**src/rtl/engine_warn_pkg.sv**
```systemverilog
// Shared constants for the engine-warning controller: FSM state encoding,
// flag bit positions, default red mask and the severity classifier.
package engine_warn_pkg;

  typedef enum logic [1:0] {
    ST_OK    = 2'd0,
    ST_WARN  = 2'd1,
    ST_ALARM = 2'd2,
    ST_HELD  = 2'd3
  } warn_state_e;

  typedef enum logic [1:0] {
    SEV_NONE    = 2'd0,
    SEV_CAUTION = 2'd1,
    SEV_RED     = 2'd2
  } sev_e;

  localparam int NUM_FLAGS              = 4;
  localparam int FLAG_OIL_TEMP_HIGH     = 0;
  localparam int FLAG_OIL_LOW           = 1;
  localparam int FLAG_COOLANT_TEMP_HIGH = 2;
  localparam int FLAG_COOLANT_LOW       = 3;
  localparam int NUM_INPUTS             = NUM_FLAGS + 1;  // sensors plus ack button
  localparam int IDX_ACK                = NUM_FLAGS;

  localparam logic [15:0] RED_MASK_DEFAULT = 16'hF0A8;

  // The mask is a 16-entry truth table indexed by the whole flag vector.
  function automatic sev_e classify(input logic [NUM_FLAGS-1:0] flags,
                                    input logic [15:0]          mask);
    if (mask[flags])     return SEV_RED;
    else if (flags != 0) return SEV_CAUTION;
    else                 return SEV_NONE;
  endfunction

endpackage

```
**src/rtl/sensor_debounce.sv**
```systemverilog
// Two-flop synchroniser followed by a stability counter; the debounced output
// follows the synchronised input only after DEBOUNCE_CYCLES consecutive mismatches.
module sensor_debounce #(
  parameter int DEBOUNCE_CYCLES = 1_000_000
) (
  input  logic clk,
  input  logic rst_n,
  input  logic raw_i,
  output logic db_o
);
  localparam int CW = $clog2(DEBOUNCE_CYCLES);

  logic [1:0]    sync_q;
  logic [CW-1:0] cnt_q, cnt_d;
  logic          db_q, db_d;

  always_comb begin
    cnt_d = '0;
    db_d  = db_q;
    if (sync_q[1] != db_q) begin
      if (cnt_q == CW'(DEBOUNCE_CYCLES - 1)) db_d  = sync_q[1];
      else                                   cnt_d = cnt_q + CW'(1);
    end
  end

  always_ff @(posedge clk or negedge rst_n) begin
    if (!rst_n) begin
      sync_q <= '0;
      cnt_q  <= '0;
      db_q   <= 1'b0;
    end else begin
      sync_q <= {sync_q[0], raw_i};
      cnt_q  <= cnt_d;
      db_q   <= db_d;
    end
  end

  assign db_o = db_q;

endmodule

```
**src/rtl/engine_warning_ctrl.sv**
```systemverilog
// Dashboard engine-warning controller: debounced sensors feed a severity FSM that
// drives the LEDs and a blinking alarm. Define FAULT_LOG_EN for the sticky fault log.
module engine_warning_ctrl
  import engine_warn_pkg::*;
#(
  parameter int          DEBOUNCE_CYCLES   = 1_000_000,
  parameter int          BLINK_HALF_PERIOD = 25_000_000,
  parameter logic [15:0] RED_MASK          = RED_MASK_DEFAULT
) (
  input  logic       clk,
  input  logic       rst_n,
  input  logic       coolant_low,
  input  logic       coolant_temp_high,
  input  logic       oil_low,
  input  logic       oil_temp_high,
  input  logic       ack_btn,
  output logic       led_green,
  output logic       led_yellow,
  output logic       led_red,
  output logic       alarm_blink,
  output logic [1:0] warn_state,
  output logic [3:0] flags_db,
  output logic [3:0] fault_log
);
  localparam int BW = (BLINK_HALF_PERIOD > 1) ? $clog2(BLINK_HALF_PERIOD) : 1;

  logic [NUM_INPUTS-1:0] raw_vec, db_vec;
  logic                  ack_q, ack_pulse;
  sev_e                  sev;
  warn_state_e           state_q, state_d;
  logic                  sil_q, sil_d;
  logic [BW-1:0]         blink_cnt_q, blink_cnt_d;
  logic                  blink_q, blink_d;

  assign raw_vec = {ack_btn, coolant_low, coolant_temp_high, oil_low, oil_temp_high};

  for (genvar g = 0; g < NUM_INPUTS; g++) begin : g_db
    sensor_debounce #(.DEBOUNCE_CYCLES(DEBOUNCE_CYCLES)) u_db (
      .clk   (clk),
      .rst_n (rst_n),
      .raw_i (raw_vec[g]),
      .db_o  (db_vec[g])
    );
  end

  assign flags_db  = db_vec[NUM_FLAGS-1:0];
  assign ack_pulse = db_vec[IDX_ACK] & ~ack_q;
  assign sev       = classify(flags_db, RED_MASK);

  always_comb begin
    state_d = state_q;
    sil_d   = sil_q;
    case (state_q)
      ST_OK: begin
        if (sev == SEV_RED)          state_d = ST_ALARM;
        else if (sev == SEV_CAUTION) state_d = ST_WARN;
      end
      ST_WARN: begin
        if (sev == SEV_RED)       state_d = ST_ALARM;
        else if (sev == SEV_NONE) state_d = ST_OK;
      end
      ST_ALARM: begin
        if (ack_pulse)      sil_d   = 1'b1;
        if (sev != SEV_RED) state_d = ST_HELD;
      end
      ST_HELD: begin
        // Re-escalation outranks an acknowledge landing in the same cycle.
        if (sev == SEV_RED) state_d = ST_ALARM;
        else if (ack_pulse) state_d = (sev == SEV_CAUTION) ? ST_WARN : ST_OK;
      end
      default: state_d = ST_OK;
    endcase
    if (state_d == ST_ALARM && state_q != ST_ALARM) sil_d = 1'b0;
  end

  always_comb begin
    blink_cnt_d = '0;
    blink_d     = 1'b0;
    if (state_q == ST_ALARM && !sil_q) begin
      blink_d = blink_q;
      if (blink_cnt_q == BW'(BLINK_HALF_PERIOD - 1)) blink_d     = ~blink_q;
      else                                           blink_cnt_d = blink_cnt_q + BW'(1);
    end
  end

  always_ff @(posedge clk or negedge rst_n) begin
    if (!rst_n) begin
      state_q     <= ST_OK;
      sil_q       <= 1'b0;
      ack_q       <= 1'b0;
      blink_cnt_q <= '0;
      blink_q     <= 1'b0;
    end else begin
      state_q     <= state_d;
      sil_q       <= sil_d;
      ack_q       <= db_vec[IDX_ACK];
      blink_cnt_q <= blink_cnt_d;
      blink_q     <= blink_d;
    end
  end

  // Gate the registered toggle so the output drops the same cycle the alarm is silenced or left.
  assign alarm_blink = blink_q & (state_q == ST_ALARM) & ~sil_q;
  assign led_green   = (state_q == ST_OK);
  assign led_yellow  = (state_q == ST_WARN);
  assign led_red     = (state_q == ST_ALARM) || (state_q == ST_HELD);
  assign warn_state  = state_q;

`ifdef FAULT_LOG_EN
  logic [NUM_FLAGS-1:0] log_q;

  always_ff @(posedge clk or negedge rst_n) begin
    if (!rst_n)                             log_q <= '0;
    else if (ack_pulse && state_q == ST_OK) log_q <= flags_db;
    else                                    log_q <= log_q | flags_db;
  end

  assign fault_log = log_q;
`else
  assign fault_log = '0;
`endif

endmodule

```
**config.mk**
```make
export PLATFORM = sky130hd
export DESIGN_NAME = engine_warning_ctrl
export DESIGN_NICKNAME = d
export VERILOG_FILES = /design/src/rtl/engine_warn_pkg.sv /design/src/rtl/sensor_debounce.sv /design/src/rtl/engine_warning_ctrl.sv
export SDC_FILE = /design/constraint.sdc
export NUM_CORES = 1
export LEC_CHECK = 0
export ABC_AREA = 1
export ABC_CLOCK_PERIOD_IN_PS = 4350
export CELL_PAD_IN_SITES_DETAIL_PLACEMENT = 1
export CELL_PAD_IN_SITES_GLOBAL_PLACEMENT = 1
export CORE_UTILIZATION = 35
export DETAILED_ROUTE_END_ITERATION = 8
export DONT_BUFFER_PORTS = 1
export PLACE_DENSITY = 0.69
export SYNTH_ARGS = -nofsm -noshare
export SYNTH_HDL_FRONTEND = slang
export SYNTH_SLANG_ARGS = --single-unit
```
**constraint.sdc**
```tcl
create_clock -name clk -period 4.35 [get_ports clk]
set_input_delay 0.6525 -clock clk [delete_from_list [all_inputs] [get_ports clk]]
set_output_delay 0.6525 -clock clk [all_outputs]
set_load 0.02 [all_outputs]
```
==> out/qor.yml <==
antenna_found_initial: 0
die_y_um: 153
synth_flop_cell: "dfrtp_1"
synth-edff-count: 0
ctsResizeCount: 0
cts_root_buffer: "clkbuf_16"
crit_path_cell_trace: "inv_1, nor2_1, nand2_2, nor2_1"
arrival_ns: 1.97
finalCriticalPeriod_ns: 2.62
criticalPathCategory: "reg2out"
synth_simple_gate_area_frac: 0.375
post-cts-setup-buffers: 0
hold_class: "in2async"
drt_first_pass_iters: 4
synth_xor_area_frac: 0.0722
io_pins: 21
synth_mux_area_frac: 0
drv_slew: 0
cts_buffers: 17
netlist.area_leader.share: 0.453
synthAdderAreaFrac: 0.00938
num_vias: 6573
max_cap_violations: 0
area_delta_synth_final_pct: 11.6
placed_cells: 1344
grt_overflow: 0
start_util: 0.362
route.detailed.drc: 0
rsz0062_at_grt: "false"
finalSetupViolCount: 0
cpMostUsedCell: "nor2_1"
tns_ns: 0
num-nets-final: 1097
critPathSlowestCell: "dfrtp_1"
globalplace.congestion: 0.805
final_util: 0.404
endpoint_kind: "output pin"
final.period_utilization: 0.603
final_cells: 1377
powerDensity_nw_per_um2: 336
synthesis.area_sq_um: 8010
place_hpwl_um: 14100
final_cell_mix: "nor2_1 (280), nand2_1 (255), dfrtp_1 (145)"
layout-drive-gt1-share: 0.0747
async_flop_share: 1.00
synth.distinct_cells: 32
track_usage: 0.180
worstSetupStartpointType: "register"
finalClockSkew_ns: 0.00917
layout_setup_ws_ns: 1.73
wire_per_inst_um: 14.1
placementRows: 54
cts_tree: "done"
yosysTopAreaCell: "dfrtp_1"
synth_warnings: 0
clkSlewWorstSetupHoldPaths_ns: 0.06
fmax_mhz: 382
layout_commonest_cell: "nor2_1"
dieArea_sq_um: 23500
clk_latency_ns: 0.43
hold_buffers: 1
holdWs_ns: 0.205
p_leak_nw: 3.62
syn_inst: 1072
synth_top_family_by_area: "simple AND/OR/NAND/NOR gates"
grt_max_degree: 146
clockBufferDepth: 2
chipWidth_um: 153
diodes: 0
grt_pass1_vias: 6939
grt_pass1_wl_um: 34000
io_buffers: 0
ys_seq_elements: 145
slowest_delay_ns: 0.62
first_iter_violations: 317
pre_cts_ws_ns: 2.13
ys_seq_area_frac: 0.453
outcome: "complete, no violations"
rr_worst_depth: 8
ctsHtreeMaxLevel: 4
peakVddDrop_mv: 0.198
drt_wl_total_um: 19400
synth_area_leaders: "dfrtp_1 (45%), nor2_1 (13%), nand2_1 (12%)"
finalHoldViolCount: 0
synth_compound_area_frac: 0.0252
slew_headroom: 0.499
cp_max_fo: 18
via_per_inst: 4.77
syn_area_per_cell_sq_um: 7.47
required_ns: 3.70
cts_sinks: 145
worst_pin_slew_ns: 0.752
core-area_sq_um: 22100
drtAntennaViolNets: 0
-- routing by layer --
| layer | up-vias | GRT usage | wire (um) |
|---|---|---|---|
| li1 | 3334 | - | - |
| met1 | 3184 | 0.240 | 9890 |
| met2 | 40 | 0.298 | 8900 |
| met3 | 15 | 0.0380 | 381 |
| met4 | 0 | 0.0447 | 184 |
| met5 | - | 0 | 0 |
-- Yosys cell counts, types with 2 or more instances --
cell type,instances
a21oi_1,15
a31oi_1,5
buf_4,8
clkbuf_1,2
clkinv_1,2
dfrtp_1,145
ha_1,6
inv_1,111
inv_2,4
nand2_1,255
nand2_2,11
nand3_1,70
nand3_2,6
nand3_4,2
nand3b_1,2
nand4_1,21
nor2_1,280
nor2_2,13
nor2_4,10
nor3_1,12
nor3_2,2
nor3b_1,2
nor3b_4,2
o21ai_0,12
o21bai_1,3
xnor2_1,24
xor2_1,42
-- cell families after synthesis --
family,after synthesis
simple gates,689
flops,145
buf+inv,128
xor+xnor,66
compound gates,37
fa+ha+maj,6
other cells,1
-- worst paths after layout --
kind	from	endpoint	slack (ns)
worst max-delay path	warn_state[1]$_DFF_PN0_	alarm_blink	1.73
worst min-delay path	rst_n	g_db[1].u_db.cnt_q[12]$_DFF_PN0_	0.20
worst max register to register	blink_cnt_q[0]$_DFF_PN0_	blink_q$_DFFE_PN0P_	2.44
worst min register to register	g_db[3].u_db.sync_q[0]$_DFF_PN0_	g_db[3].u_db.sync_q[1]$_DFF_PN0_	0.35
max in group asynchronous	rst_n	g_db[0].u_db.db_o$_DFFE_PN0P_	3.57
min in group clk	coolant_low	g_db[3].u_db.sync_q[0]$_DFF_PN0_	0.25
-- area by class of cell --
cell class	count	area [sq um]
clock inverter	9	129
clock buffer	23	488
multi-input combinational	802	3870
timing repair buffer	1	27.5
sequential	145	3630
tap	280	350
fill	2763	13200
inverter	117	439
-- report_power, final --
group | switching [mW] | internal [mW]
Clock | 0.574 | 0.961
Sequential | 0.0128 | 1.37
Combinational | 0.0670 | 0.0201
-- worst max-delay path, delay by kind of cell (launching register included) --
kind / cells / cell delay [ns]
simple gates: 3 / 0.84
buf+inv: 1 / 0.08
flops: 1 / 0.62
-- per-stage QoR --
step	cell area, sq um	power, mW
2_1_floorplan	8020	1.45
3_3_place_gp	8290	1.46
6_report	8930	3.00
4_1_cts	8930	3.05
3_5_place_dp	8290	1.46
5_1_grt	8930	3.12
-- registers in the layout, summed over array words and instances (netlist names) --
register,count
g_db.u_db.sync_q,10
g_db.u_db.db_o,5
blink_q,1
warn_state,2
sil_q,1
ack_q,1
blink_cnt_q,25
g_db.u_db.cnt_q,100
No activity file was read; power rests on OpenSTA's default activity.
